**config.mk**
```make
export PLATFORM = sky130hd
export DESIGN_NAME = pcie_tx_arbiter
export DESIGN_NICKNAME = d
export VERILOG_FILES = /design/src/rtl/pcie_tx_arb_pkg.sv /design/src/rtl/pcie_tx_arbiter_rr_pick.sv /design/src/rtl/pcie_tx_arbiter.sv
export SDC_FILE = /design/constraint.sdc
export NUM_CORES = 1
export LEC_CHECK = 0
export CAP_MARGIN = 30
export CORE_AREA = 2 2 153 155
export CTS_BUF_LIST = sky130_fd_sc_hd__clkbuf_16
export DETAILED_ROUTE_END_ITERATION = 16
export DIE_AREA = 0 0 155 157
export PLACE_DENSITY = 0.5
export SYNTH_ARGS = -nofsm -noshare
export SYNTH_HDL_FRONTEND = slang
export SYNTH_HIERARCHICAL = 1
export SYNTH_SLANG_ARGS = --single-unit
```
**constraint.sdc**
```tcl
create_clock -name clk -period 4 [get_ports clk]
set_input_delay 0.4 -clock clk [delete_from_list [all_inputs] [get_ports clk]]
set_output_delay 0.4 -clock clk [all_outputs]
set_load 0.005 [all_outputs]
```
**src/rtl/pcie_tx_arb_pkg.sv**
```systemverilog
// Shared types and the round-robin search used by the PCIe TX arbiter.
// rr_next scans upward from last+1, wrapping, and returns the first requester.
package pcie_tx_arb_pkg;

  typedef enum logic {
    ST_IDLE  = 1'b0,
    ST_GRANT = 1'b1
  } arb_state_t;

  localparam int MAX_CH   = 16;
  localparam int MAX_CH_W = 4;
  localparam int IDX_W    = MAX_CH_W + 1;

  function automatic logic [MAX_CH_W-1:0] rr_next(
    input logic [MAX_CH-1:0]   req,
    input logic [MAX_CH_W-1:0] last,
    input int                  num_ch
  );
    logic [MAX_CH_W-1:0] pick;
    logic                found;
    logic [IDX_W-1:0]    idx;
    pick  = last;
    found = 1'b0;
    for (int i = 1; i <= MAX_CH; i++) begin
      idx = {1'b0, last} + IDX_W'(i);
      if (idx >= IDX_W'(num_ch)) idx = idx - IDX_W'(num_ch);
      if (!found && (i <= num_ch) && req[idx[MAX_CH_W-1:0]]) begin
        pick  = idx[MAX_CH_W-1:0];
        found = 1'b1;
      end
    end
    return pick;
  endfunction

endpackage

```
**src/rtl/pcie_tx_arbiter_rr_pick.sv**
```systemverilog
// Combinational round-robin priority encoder over NUM_CH request lines.
module rr_pick
  import pcie_tx_arb_pkg::*;
#(
  parameter int NUM_CH = 4,
  parameter int CH_W   = $clog2(NUM_CH)
) (
  input  logic [NUM_CH-1:0] i_req,
  input  logic [CH_W-1:0]   i_last,
  output logic [CH_W-1:0]   o_pick,
  output logic              o_any
);

  assign o_pick = CH_W'(rr_next(MAX_CH'(i_req), MAX_CH_W'(i_last), NUM_CH));
  assign o_any  = |i_req;

endmodule

```
**src/rtl/pcie_tx_arbiter.sv**
```systemverilog
// N-channel AXI4-Stream TX arbiter: round-robin grants that only move on TLP
// boundaries, with an optional per-grant packet quota.
module pcie_tx_arbiter
  import pcie_tx_arb_pkg::*;
#(
  parameter int C_DATA_WIDTH = 64,
  parameter int KEEP_WIDTH   = C_DATA_WIDTH / 8,
  parameter int NUM_CH       = 4,
  parameter int CH_W         = $clog2(NUM_CH),
  parameter int MAX_PKTS     = 0,
  parameter int TCQ          = 1
) (
  input  logic                         clk,
  input  logic                         sys_rst,
  input  logic                         s_axis_tx_tready,
  output logic [C_DATA_WIDTH-1:0]      s_axis_tx_tdata,
  output logic [KEEP_WIDTH-1:0]        s_axis_tx_tkeep,
  output logic                         s_axis_tx_tlast,
  output logic                         s_axis_tx_tvalid,
  output logic                         tx_src_dsc,
  input  logic [NUM_CH-1:0]            s_axis_txc_req,
  output logic [NUM_CH-1:0]            s_axis_txc_ack,
  output logic [NUM_CH-1:0]            s_axis_txc_tready,
  input  logic [NUM_CH*C_DATA_WIDTH-1:0] s_axis_txc_tdata,
  input  logic [NUM_CH*KEEP_WIDTH-1:0] s_axis_txc_tkeep,
  input  logic [NUM_CH-1:0]            s_axis_txc_tlast,
  input  logic [NUM_CH-1:0]            s_axis_txc_tvalid,
  input  logic [NUM_CH-1:0]            txc_src_dsc,
  output logic                         grant_valid,
  output logic [CH_W-1:0]              grant_id
);

  localparam int CNT_W = (MAX_PKTS > 0) ? $clog2(MAX_PKTS + 1) : 1;
  localparam logic [CNT_W-1:0] CNT_MAX = CNT_W'(MAX_PKTS);

  if (NUM_CH < 2 || NUM_CH > MAX_CH || TCQ < 0) begin : g_bad_param
    $error("pcie_tx_arbiter: unsupported parameter set");
  end

  arb_state_t        r_state;
  logic [CH_W-1:0]   r_grant_id;
  logic [CH_W-1:0]   r_last;
  logic              r_in_pkt;
  logic [CNT_W-1:0]  r_pkt_cnt;
  logic [NUM_CH-1:0] r_ack;

  logic              w_acc;
  logic              w_acc_mid;
  logic              w_acc_last;
  logic [NUM_CH-1:0] w_others;
  logic [CH_W-1:0]   w_base;
  logic [CH_W-1:0]   w_pick;
  logic              w_any_other;
  logic              w_req_g;
  logic [CNT_W-1:0]  w_cnt_next;
  logic              w_quota;
  logic              w_release;

  assign w_acc      = s_axis_tx_tvalid & s_axis_tx_tready;
  assign w_acc_mid  = w_acc & ~s_axis_tx_tlast;
  assign w_acc_last = w_acc & s_axis_tx_tlast;

  // The current holder is masked out and the search starts just past it, so
  // it can only regain the port when nobody else is asking.
  assign w_others = s_axis_txc_req & ~r_ack;
  assign w_base   = (r_state == ST_GRANT) ? r_grant_id : r_last;

  rr_pick #(
    .NUM_CH (NUM_CH),
    .CH_W   (CH_W)
  ) u_rr_pick (
    .i_req  (w_others),
    .i_last (w_base),
    .o_pick (w_pick),
    .o_any  (w_any_other)
  );

  assign w_req_g    = |(s_axis_txc_req & r_ack);
  assign w_cnt_next = (w_acc_last && (r_pkt_cnt < CNT_MAX)) ? r_pkt_cnt + 1'b1 : r_pkt_cnt;
  // The quota counts the TLP finishing this cycle so the yield lands on its edge.
  assign w_quota    = (MAX_PKTS != 0) && (w_cnt_next >= CNT_MAX) && w_any_other;
  assign w_release  = (r_state == ST_GRANT) && !r_in_pkt && !w_acc_mid &&
                      (!w_req_g || w_quota);

  always_ff @(posedge clk or posedge sys_rst) begin
    if (sys_rst) begin
      r_state    <= ST_IDLE;
      r_grant_id <= '0;
      r_last     <= '0;
      r_in_pkt   <= 1'b0;
      r_pkt_cnt  <= '0;
      r_ack      <= '0;
    end else begin
      case (r_state)
        ST_IDLE: begin
          if (w_any_other) begin
            r_state    <= ST_GRANT;
            r_grant_id <= w_pick;
            r_ack      <= NUM_CH'(1) << w_pick;
            r_pkt_cnt  <= '0;
          end
        end
        ST_GRANT: begin
          if (w_acc_mid) r_in_pkt <= 1'b1;
          else if (w_acc_last) r_in_pkt <= 1'b0;
          if (w_release) begin
            r_last    <= r_grant_id;
            r_pkt_cnt <= '0;
            if (w_any_other) begin
              r_grant_id <= w_pick;
              r_ack      <= NUM_CH'(1) << w_pick;
            end else begin
              r_state    <= ST_IDLE;
              r_grant_id <= '0;
              r_ack      <= '0;
            end
          end else begin
            r_pkt_cnt <= w_cnt_next;
          end
        end
        default: r_state <= ST_IDLE;
      endcase
    end
  end

  assign s_axis_txc_ack    = r_ack;
  assign grant_valid       = (r_state == ST_GRANT);
  assign grant_id          = r_grant_id;
  assign s_axis_txc_tready = {NUM_CH{s_axis_tx_tready}} & r_ack;

  always_comb begin
    s_axis_tx_tdata  = '0;
    s_axis_tx_tkeep  = '0;
    s_axis_tx_tlast  = 1'b0;
    s_axis_tx_tvalid = 1'b0;
    tx_src_dsc       = 1'b0;
    if (grant_valid) begin
      s_axis_tx_tdata  = s_axis_txc_tdata[int'(r_grant_id)*C_DATA_WIDTH +: C_DATA_WIDTH];
      s_axis_tx_tkeep  = s_axis_txc_tkeep[int'(r_grant_id)*KEEP_WIDTH +: KEEP_WIDTH];
      s_axis_tx_tlast  = s_axis_txc_tlast[r_grant_id];
      s_axis_tx_tvalid = s_axis_txc_tvalid[r_grant_id];
      tx_src_dsc       = txc_src_dsc[r_grant_id];
    end
  end

endmodule

```
### Word level (Yosys, flattened, before mapping)

Index checks and enable logic that the tools add are counted.

* add/sub/neg operators: 8
* order comparisons: 9
* equal/unequal tests: 2
* shift operators: 3
* mux-type cells: 44
* bitwise operators: 9
* reduce and logical (&&, ||, !) cells: 18

Operators by type and width (count)
* 256-bit by 9-bit indexed part select with 64-bit output: 1
* 64-bit 2-to-1 mux: 1
* 32-bit by 6-bit indexed part select with 8-bit output: 1
* 4-bit 2-to-1 mux: 7
* 5-bit by 3-bit >= comparator with 1-bit output, second input constant: 4
* 4-bit by 5-bit < comparator with 1-bit output, second input constant: 4
* 1-bit 2-to-1 mux: 17
* 1-bit binary-select mux with 4-bit select: 4
* 2-bit 2-to-1 mux: 8
* 4-bit by 3-bit subtractor with 4-bit output, second input constant: 4
* 4-bit bitwise AND: 3
* 8-bit 2-to-1 mux: 1
* 4-bit one-hot mux with 2 select lines: 1
* 4-bit OR reduction: 2
* 2-bit by 2-bit adder with 3-bit output, second input constant: 2
* 1-bit binary-select mux with 2-bit select: 3
* 1-bit logical AND: 6
* 1-bit logical NOT: 6
* 2-bit AND reduction: 3
* 2-bit by 3-bit adder with 4-bit output, second input constant: 1
* 2-bit by 1-bit != test with 1-bit output, second input constant: 2
* 4-bit NOT: 1
* 2-bit one-hot mux with 2 select lines: 1
* 1-bit by 2-bit << shifter with 4-bit output, first input constant: 1
* other kinds (6): 9

* register bits: 10
* output and inout bits: 86
* logic and storage cells: 98

### Depth between registers and ports, before layout

Gate-level depths: netlist (run 1).

* depth in word-level cells: 20
* depth in mapped cells: 13
* gate-level depth less buffers: 10

### Hierarchy

Netlist (run 1), hierarchy kept.

By module, submodules not included
* pcie_tx_arbiter: instances 1, cells an instance 237, area each 2866.5 µm², seq. area each 250.2 µm²
* rr_pick: instances 1, cells an instance 31, area each 262.8 µm², seq. area each 0.0 µm²

### Worst setup path after synthesis (run 1)

Ideal clock, no wire load.

* path type: flip-flop to flip-flop
* start: register r_state, in the netlist grant_valid
* end: register r_ack[3], in the netlist s_axis_txc_ack[3]
* arrival time: 3075 ps
* slack: 859 ps
* stages on the path, launching flop included: 14
* path buffers: 3
* clock period less this slack: 3141 ps
* cells stage by stage: dfrtp_1 > clkbuf_1 > clkbuf_1 > mux2_2 > buf_6 > inv_1 > ha_1 > a21oi_1 > a22oi_2 > nor3b_1 > o41ai_2 > nand2_1 > o21ai_0 > o311a_1

* longest elaborated chain between the ends: 20
* elaborated cells between the ends (all ways): 56

Ends and longest elaborated chain
* from (decl): line pcie_tx_arbiter.sv:40 `arb_state_t r_state;`
* from (signal assigned): line pcie_tx_arbiter.sv:87 `r_state <= ST_IDLE;`
* from (signal assigned): line pcie_tx_arbiter.sv:97 `r_state <= ST_GRANT;`
* from (signal assigned): line pcie_tx_arbiter.sv:113 `r_state <= ST_IDLE;`
* 2-bit 2-to-1 mux *: line pcie_tx_arbiter.sv:66 `assign w_base = (r_state == ST_GRANT) ? r_grant_id : r_last;`
* named net w_base[0]: line pcie_tx_arbiter.sv:51 `logic [CH_W-1:0] w_base;`
* 2-bit by 1-bit adder with 3-bit output: line pcie_tx_arb_pkg.sv:25 `idx = {1'b0, last} + IDX_W'(i);`
* 4-bit by 3-bit subtractor with 4-bit output or 5-bit by 3-bit >= comparator with 1-bit output (tied branches): line pcie_tx_arb_pkg.sv:26 `if (idx >= IDX_W'(num_ch)) idx = idx - IDX_W'(num_ch);`
* 4-bit 2-to-1 mux: line pcie_tx_arb_pkg.sv:26
* 1-bit binary-select mux with 4-bit select: line pcie_tx_arb_pkg.sv:27 `if (!found && (i <= num_ch) && req[idx[MAX_CH_W-1:0]]) begin`
* 1-bit 2-to-1 mux (implied by the code): line pcie_tx_arb_pkg.sv:27
* 1-bit 2-to-1 mux: line pcie_tx_arb_pkg.sv:27
* [... 6 more ...]
* 1-bit logical NOT: line pcie_tx_arb_pkg.sv:27
* 1-bit logical AND: line pcie_tx_arb_pkg.sv:27
* 2-bit 2-to-1 mux *: line pcie_tx_arb_pkg.sv:27
* named net w_pick[1]: line pcie_tx_arbiter.sv:52 `logic [CH_W-1:0] w_pick;`
* 1-bit by 2-bit << shifter with 4-bit output *: line pcie_tx_arbiter.sv:99, pcie_tx_arbiter.sv:111
* 4-bit 2-to-1 mux: line pcie_tx_arbiter.sv:109 `if (w_any_other) begin`
* 4-bit 2-to-1 mux: line pcie_tx_arbiter.sv:106 `if (w_release) begin`
* 4-bit one-hot mux with 2 select lines *: line pcie_tx_arbiter.sv:94 `case (r_state)`
* to (signal assigned): line pcie_tx_arbiter.sv:99 `r_ack <= NUM_CH'(1) << w_pick;`
* to (signal assigned): line pcie_tx_arbiter.sv:111 `r_ack <= NUM_CH'(1) << w_pick;`
* to (decl): line pcie_tx_arbiter.sv:45 `logic [NUM_CH-1:0] r_ack;`

Mark *: on every way through the listed nets, which the timed path passes. The rest lies on a longest branch. The select of a mux whose other input is x is not followed.
A chain may end at the register's enable or synchronous reset.

### Worst setup path after layout (run 1)

* start: register r_state, in the netlist grant_valid
* end: register r_ack[1], in the netlist s_axis_txc_ack[1]

Same word-level chain as after synthesis.

==> run summary, run 1 <==
Status - completed
P_sw - 1360 µW
CTS Sinks - 10
Synth-to-layout area growth - 136%
Final Max Slew Viols - 0
VDD IR max - 307 µV
Synth Flop Type - dfrtp_1
Power share of the sequential group - 0.062
Met2 Routed Length - 10.1 mm
Post-synthesis cell count - 268
Die footprint - 24300 µm²
TritonCTS clock tree - done
CP endpoint kind - flip-flop
Max-slew headroom - 0.567
Met1 Wirelength - 7.37 mm
Clk root buf - clkbuf_16
Routed vias - 3993
First-pass GRT wire length - 26.5 mm
Ys async rst share - 1.00
Worst-path clk slew - 40 ps
DR top layer - met4
Final setup viols - 0
RSZ-0062 raised after global routing - no
Clk_lat worst skew - 240 ps
Mapped cell area - 3130 µm²
Detail Placement HPWL - 15.8 mm
Sequential share of the synthesized area - 0.0800
Setup Fix Bufs, Post-CTS - 0
Drt via density - 4.33
#FFs+latches synth - 10
Share of cells above drive strength 1 - 0.146
N_diodes - 0
Setup crit start kind - flip-flop
GP Congestion - 0.845
WL per Instance - 20.6 µm
Vias in the first global route - 4234
Unique masters post-synth - 42
Largest net degree at the start of global routing - 82
Final setup TNS - 0 ps
Worst Max-Slew Pin Slew - 649 ps
Internal - 2350 µW
Post-synth EDFFs - 0
CP Max Fanout - 30
Average size of a mapped cell - 11.7 µm²
Cts hold-fix bufs - 0
Layout net count - 951
Yosys Warn Count - 6
Clk network pwr share - 0.048
Min-delay worst type - input pin to async pin
Fmax - 308 MHz
Hold Worst Slack - 461 ps
Finished Layout Cells - 923
GRT Util Overall - 0.143
Crit Path Category - flip-flop to flip-flop
CTS Buf Count - 3
Final core occ - 0.328
WP data required - 4110 ps
Routed met3 length - 1.17 mm
Syn_nets - 580
Number of port buffers - 392
# H-tree levels - 1
Post_cts resized - 0
DRT iter0 DRCs - 174
CP arrival - 3360 ps
DRC - 0
Die width - 155 µm
Period minus WS final - 3250 ps
Hold Fails Final Rpt - 0
Drt total wl - 19.0 mm
Placed cell count - 919
I/O pin cnt - 393
Clock buffer depth - 2
Initial antenna violation count - 0
Core Box Area - 22500 µm²
Logic pwr share - 0.891
Die Height - 157 µm
Starting Density - 0.139
Site Rows - 55
Pwr per Cell Area - 502 nW/µm²
Final ANT Viol Nets - 0
Commonest non-fill, non-tap cell in the layout - clkdlybuf4s50_1
Leak pwr - 0.00254 µW
Sw Share - 0.367
Skew final - 3.87 ps
Initial DRT Pass Iterations - 4
Crit share post-route - 0.813
Most frequent cells in the layout - clkdlybuf4s50_1, and2_1, mux4_2
GRT overflow - 0
Max_cap viols - 0
[metrics by stage]
step	area [µm²]	setup WS, ps	total power (µW)
finish	7380	750	3710
detailed placement	7300	778	3560
global route	7380	458	3990
global placement	7300	908	3530
CTS	7380	756	3750
floorplan	3130	859	1960
[critical path, cell delays in order (launching register included)]
cell and delay (ps):
dfrtp_2 670, mux2_2 380, inv_1 120, ha_1 370, a21boi_1 270, a22oi_2 130, nor3b_1 160, o41ai_2 560
nand2b_1 200, o21ai_0 90, o311a_1 160
[cells in the mapped netlist, types with 2 or more instances]
| library cell | count | area, µm² |
|---|---|---|
| mux2_4 | 2 | 30.0 |
| mux2i_1 | 4 | 40.0 |
| buf_4 | 2 | 15.0 |
| nand2b_1 | 6 | 37.5 |
| a21oi_1 | 2 | 10.0 |
| nor2_1 | 4 | 15.0 |
| buf_6 | 3 | 33.8 |
| mux2_2 | 3 | 33.8 |
| nor2b_1 | 7 | 43.8 |
| and2_1 | 78 | 488 |
| nand3_1 | 2 | 10.0 |
| dfrtp_1 | 10 | 250 |
| nand2_1 | 7 | 26.3 |
| o21ai_0 | 4 | 20.0 |
| buf_2 | 11 | 55.1 |
| o311a_1 | 4 | 40.0 |
| ha_1 | 5 | 62.6 |
| a32o_1 | 2 | 20.0 |
| clkbuf_1 | 13 | 48.8 |
| mux4_2 | 74 | 1670 |
| inv_1 | 4 | 15.0 |
[final timing paths]
path	cells past startpoint	start	slack, ps	end
max	10	grant_valid	750	s_axis_txc_ack[1]
min	2	sys_rst	460	r_in_pkt
max reg2reg	10	grant_valid	750	s_axis_txc_ack[1]
min reg2reg	1	r_last[0]	480	r_last[0]
max in group asynchronous	2	sys_rst	3220	grant_id[1]
min in group clk	1	r_last[0]	480	r_last[0]
[final cells by class]
cell class              instances  area, µm²
clock buffers                   3       75.1
clock inverters                 1       3.75
fillers                      2219      15100
inverters                       5       18.8
multi-input cells             223       2700
flip-flops and latches         10        259
well taps                     285        357
repair buffers                396       3970
[kinds of logic (layout without fill, tap and decap cells)]
kind of cell               Yosys count  in the layout  synth area share
buffers and inverters               35            405            0.0560
xor gates and xnor gates             1              1           0.00280
muxes                               84             84             0.569
AOI/OAI and AO/OA                   23             23            0.0600
DFF                                 10             10            0.0800
and+or+nand+nor                    110            110             0.212
adders and majority gates            5              5            0.0200
[power groups by stage]
stage	Combinational (µW)	Sequential [µW]	Clock (µW)
floorplan	1770	186	0
global placement	3300	233	0
detailed placement	3320	234	0
CTS	3340	234	179
global route	3550	243	188
finish	3300	228	177
[state kept, by name (all words and copies together), names as in the netlist]
signal	flops
s_axis_txc_ack	4
grant_valid	1
r_in_pkt	1
r_last	2
grant_id	2
[routing by layer]
layer | vias up | GRT usage
li1 | 1802 | -
met1 | 1988 | 0.176
met2 | 177 | 0.261
met3 | 26 | 0.0212
met4 | 0 | 0.0326
met5 | - | 0
No activity file was read; power rests on OpenSTA's default activity.
==> run 2, diff against run 1 <==
- clock period: 4 -> 3 ns (I/O delays scaled with it)
==> run 2 against run 1 <==
  * Die area unchanged
  * Power grew 37%
  * Final area is 0.81% higher
  * Non-clock buffer count is 1 higher
  * Critical path depth fell by 6
  * Via count about the same
  * Combinational power up 38%
  * First-iteration DRC count rose by 8.0%
  * Core utilization increased by 0.27 points
  * Hold slack lost 83 ps
==> run summary, run 2 (synthesis gave the netlist of run 1 again) <==
Largest net degree at the start of global routing - 82
Synth-to-layout area growth - 138%
Status - completed
Clk network pwr share - 0.046
Final ANT Viol Nets - 0
P_sw - 1860 µW
Clock buffer depth - 2
Fmax - 352 MHz
Final core occ - 0.331
Drt via density - 4.32
CTS Buf Count - 3
WL per Instance - 21.5 µm
Internal - 3220 µW
Setup crit start kind - flip-flop
Setup WS post-layout - 161 ps
Final setup viols - 0
First-pass GRT wire length - 28.0 mm
Worst Max-Slew Pin Slew - 690 ps
Setup WS pre-CTS - 28.6 ps
Share of cells above drive strength 1 - 0.155
Die footprint - 24300 µm²
RSZ-0062 raised after global routing - no
Initial antenna violation count - 0
R2R Path Start - grant_id[0]
CP arrival - 2540 ps
CTS Sinks - 10
Cts hold-fix bufs - 0
N_diodes - 0
GRT Util Overall - 0.151
CP endpoint kind - output pin
Logic pwr share - 0.900
Skew final - 2.25 ps
Area after DPL - 7320 µm²
Sw Share - 0.366
GRT overflow - 0
Max_cap viols - 0
Max reg flops - 4
Hold Fails Final Rpt - 0
Final Power - 5080 µW
Max-slew headroom - 0.540
Most frequent cells in the layout - clkdlybuf4s50_1, and2_1, mux4_2
Clk root buf - clkbuf_16
Fin area - 7440 µm²
Vias in the first global route - 4323
DRT iter0 DRCs - 188
DRC - 0
Worst-path clk slew - 40 ps
Fill cell count - 2223
Number of port buffers - 392
Initial DRT Pass Iterations - 4
TritonCTS clock tree - done
Min-delay worst type - input pin to async pin
Detail Placement HPWL - 16.6 mm
WP data required - 2700 ps
Die Height - 157 µm
Die width - 155 µm
Final Max Slew Viols - 0
Layout net count - 952
Site Rows - 55
Period minus WS final - 2840 ps
Leak pwr - 0.00257 µW
VDD IR max - 440 µV
CP startpoint - grant_id[0]
# H-tree levels - 1
CP Max Fanout - 81
Pwr per Cell Area - 683 nW/µm²
Clk_lat worst skew - 230 ps
Core Box Area - 22500 µm²
Crit share post-route - 0.946
Commonest non-fill, non-tap cell in the layout - clkdlybuf4s50_1
Power share of the sequential group - 0.055
Crit Path Category - flip-flop to output pin
Final setup TNS - 0 ps
Drt total wl - 19.9 mm
Routed vias - 3994
Starting Density - 0.139
I/O pin cnt - 393
GP Congestion - 0.875
run 2: cell count changes in the layout (fill, tap and decap cells not counted), sizes merged:
cell,change
buf,+1
run 2: routing by layer:
layer,up-vias,global-route usage,wire (µm)
met5,-,0,0
met1,1994,0.193,8160
met2,182,0.274,10400
li1,1804,-,-
met3,14,0.0267,1180
met4,0,0.0141,160
run 2: timing repair:
item,CTS,global route
setup endpoints to repair,0,4
buffers inserted,0,1
resized for setup,0,6
run 2: stage by stage:
| stage | cells | hold slack (ps) |
|---|---|---|
| finish | 924 | 378 |
| global route | 924 | 436 |
| CTS | 923 | 403 |
| detailed placement | 919 | 481 |
| global placement | 919 | 467 |
| floorplan | 268 | 140 |
run 2: path summary, 6_finish.rpt:
path | endpoint | cells after the start | slack [ps]
worst min-delay path | s_axis_txc_ack[0] | 2 | 380
min in group clk | r_last[0] | 1 | 480
worst min register to register | r_last[0] | 1 | 480
max in group asynchronous | grant_id[1] | 2 | 2290
worst max-delay path | s_axis_tx_tkeep[1] | 4 | 160
worst max register to register | s_axis_txc_ack[2] | 10 | 180
run 2: critical path, stage by stage (launching register included):
cell	delay (ps)
dfrtp_4	410
buf_12	430
mux4_2	630
and2_1	180
clkdlybuf4s50_1	490
run 2: area by class of cell:
type | instances | area (µm²) | area share
multi-input cells | 223 | 2740 | 0.369
inverters | 5 | 18.8 | 0.00252
clock inverters | 1 | 3.75 | 0.000504
flip-flops and latches | 10 | 259 | 0.0348
clock buffers | 3 | 75.1 | 0.0101
well taps | 285 | 357 | 0.0479
repair buffers | 397 | 3990 | 0.536
run 2: power groups by stage:
stage	Sequential, µW	Clock, µW	Combinational, µW
2_1_floorplan	248	0	2370
3_3_place_gp	277	0	4420
3_5_place_dp	278	0	4490
4_1_cts	279	237	4510
5_1_grt	293	246	4910
6_report	277	233	4570
==> run 3, diff against run 2 <==
--- a/config.mk
+++ b/config.mk
@@ -13,2 +13,3 @@
 export PLACE_DENSITY = 0.5
+export SKIP_LAST_GASP = 1
 export SYNTH_ARGS = -nofsm -noshare
--- a/constraint.sdc
+++ b/constraint.sdc
@@ -3,2 +3,2 @@
 set_output_delay 0.3 -clock clk [all_outputs]
-set_load 0.005 [all_outputs]
+set_load 0.1 [all_outputs]
==> run 3 against run 2 <==
  * Sequential power grew 3%
  * Register-to-register slack better by 70 ps
  * Critical path depth increased by 6
  * Via count is 0.18% higher
  * Maximum frequency is 3.3% higher
  * Combinational power grew 130%
  * Wire length down 1.8%
  * Hold slack got worse by 27 ps
  * Critical endpoint is now s_axis_txc_ack[1]
==> run summary, run 3 (synthesis gave the netlist of run 1 again) <==
Pwr per Cell Area - 1380 nW/µm²
TritonCTS clock tree - done
Number of port buffers - 392
Share of cells above drive strength 1 - 0.288
P_sw - 6840 µW
Min-delay worst type - input pin to async pin
Synth-to-layout area growth - 160%
Core Box Area - 22500 µm²
Period minus WS final - 2750 ps
Die width - 155 µm
Drt via density - 4.33
Final core occ - 0.362
Crit share post-route - 0.916
Skew final - 1.47 ps
GRT overflow - 0
Layout net count - 951
Internal - 4430 µW
CP Max Fanout - 6
Final Max Slew Viols - 0
Largest net degree at the start of global routing - 83
Max reg flops - 4
Status - completed
Detail Placement HPWL - 16.4 mm
Post_cts resized - 0
GP Congestion - 0.901
Clk network pwr share - 0.021
Final ANT Viol Nets - 0
Max_cap viols - 0
Setup Fix Bufs, Post-CTS - 0
I/O pin cnt - 393
Clk root buf - clkbuf_16
Die footprint - 24300 µm²
Vias in the first global route - 4292
DRC - 0
Most frequent cells in the layout - clkdlybuf4s50_1, and2_1, buf_12
Finished Layout Cells - 923
Placed cell count - 919
First-pass GRT wire length - 27.2 mm
Logic pwr share - 0.954
Cts hold-fix bufs - 0
WL per Instance - 21.1 µm
CP startpoint - grant_valid
CP endpoint kind - flip-flop
RSZ-0062 raised after global routing - no
Power share of the sequential group - 0.025
Sw Share - 0.607
Final setup viols - 0
Worst-path clk slew - 40 ps
Fmax - 364 MHz
Initial antenna violation count - 1
CTS Sinks - 10
CP arrival - 2860 ps
Worst Max-Slew Pin Slew - 744 ps
DRT iter0 DRCs - 168
Starting Density - 0.139
Max-slew headroom - 0.504
# H-tree levels - 1
GRT Util Overall - 0.147
N_diodes - 0
Final setup TNS - 0 ps
Setup crit start kind - flip-flop
Site Rows - 55
Hold Fails Final Rpt - 0
Drt total wl - 19.5 mm
Leak pwr - 0.00297 µW
WP data required - 3120 ps
R2R Path Start - grant_valid
Crit Path Category - flip-flop to flip-flop
Initial DRT Pass Iterations - 4
Clk_lat worst skew - 240 ps
Fill cell count - 2205
Commonest non-fill, non-tap cell in the layout - clkdlybuf4s50_1
Die Height - 157 µm
Clock buffer depth - 2
VDD IR max - 712 µV
CTS Buf Count - 3
Routed vias - 4001
-- run 3: cell count changes in the layout (fill, tap and decap cells not counted), moves of 2 or more --
cell             change
clkdlybuf4s50_1     -86
buf_12              +75
buf_4               +10
inv_1                -2
inv_2                +2
o21ai_0              -2
o21ai_1              +2
-- run 3: final timing paths --
path	depth (start not counted)	slack (ps)	end
worst max register to register	10	250	s_axis_txc_ack[1]
max in group asynchronous	2	2330	grant_valid
worst min register to register	1	500	r_last[0]
worst max-delay path	10	250	s_axis_txc_ack[1]
worst min-delay path	2	350	r_in_pkt
min in group clk	1	500	r_last[0]
-- run 3: routing by layer --
| metal | routed length (µm) | track usage | part of all wire |
|---|---|---|---|
| met4 | 154 | 0.0207 | 0.0079 |
| met2 | 10700 | 0.281 | 0.55 |
| met5 | 0 | 0 | 0 |
| met3 | 1340 | 0.0297 | 0.069 |
| met1 | 7310 | 0.172 | 0.37 |
-- run 3: power by group through the flow --
stage | Combinational, µW | Clock (µW) | Sequential [µW]
after global placement | 10700 | 0 | 280
after floorplan | 6780 | 0 | 563
after global routing | 11100 | 250 | 294
after detailed placement | 10800 | 0 | 285
after CTS | 10800 | 242 | 286
final | 10700 | 239 | 284
-- run 3: cell type report --
cell class | count | area (µm²) | share of cell area
Timing Repair Buffer | 396 | 4700 | 0.577
Clock buffer | 3 | 75.1 | 0.00922
Sequential cell | 10 | 262 | 0.0321
Multi-Input combinational cell | 223 | 2730 | 0.335
Inverter | 5 | 18.8 | 0.00230
Clock inverter | 1 | 3.75 | 0.000461
Tap cell | 285 | 357 | 0.0438
-- run 3: metrics by stage --
stage / hold WS (ps) / worst slack (ps) / cell area (µm²) / power, µW
6_report: 351 / 252 / 8150 / 11300
5_1_grt: 385 / 60.0 / 8150 / 11600
4_1_cts: 366 / 267 / 8150 / 11400
3_5_place_dp: 501 / 275 / 8070 / 11100
3_3_place_gp: 470 / 387 / 8070 / 11000
2_1_floorplan: 140 / 10.6 / 3200 / 7340
-- run 3: worst max-delay path, cell delays in order, from the launching register on --
cell,delay (ps)
dfrtp_4,480
mux2_2,320
inv_2,80
ha_4,300
a21boi_2,210
a22oi_2,110
nor3b_1,160
o41ai_2,530
nand2b_1,200
o21ai_0,90
o311a_1,160
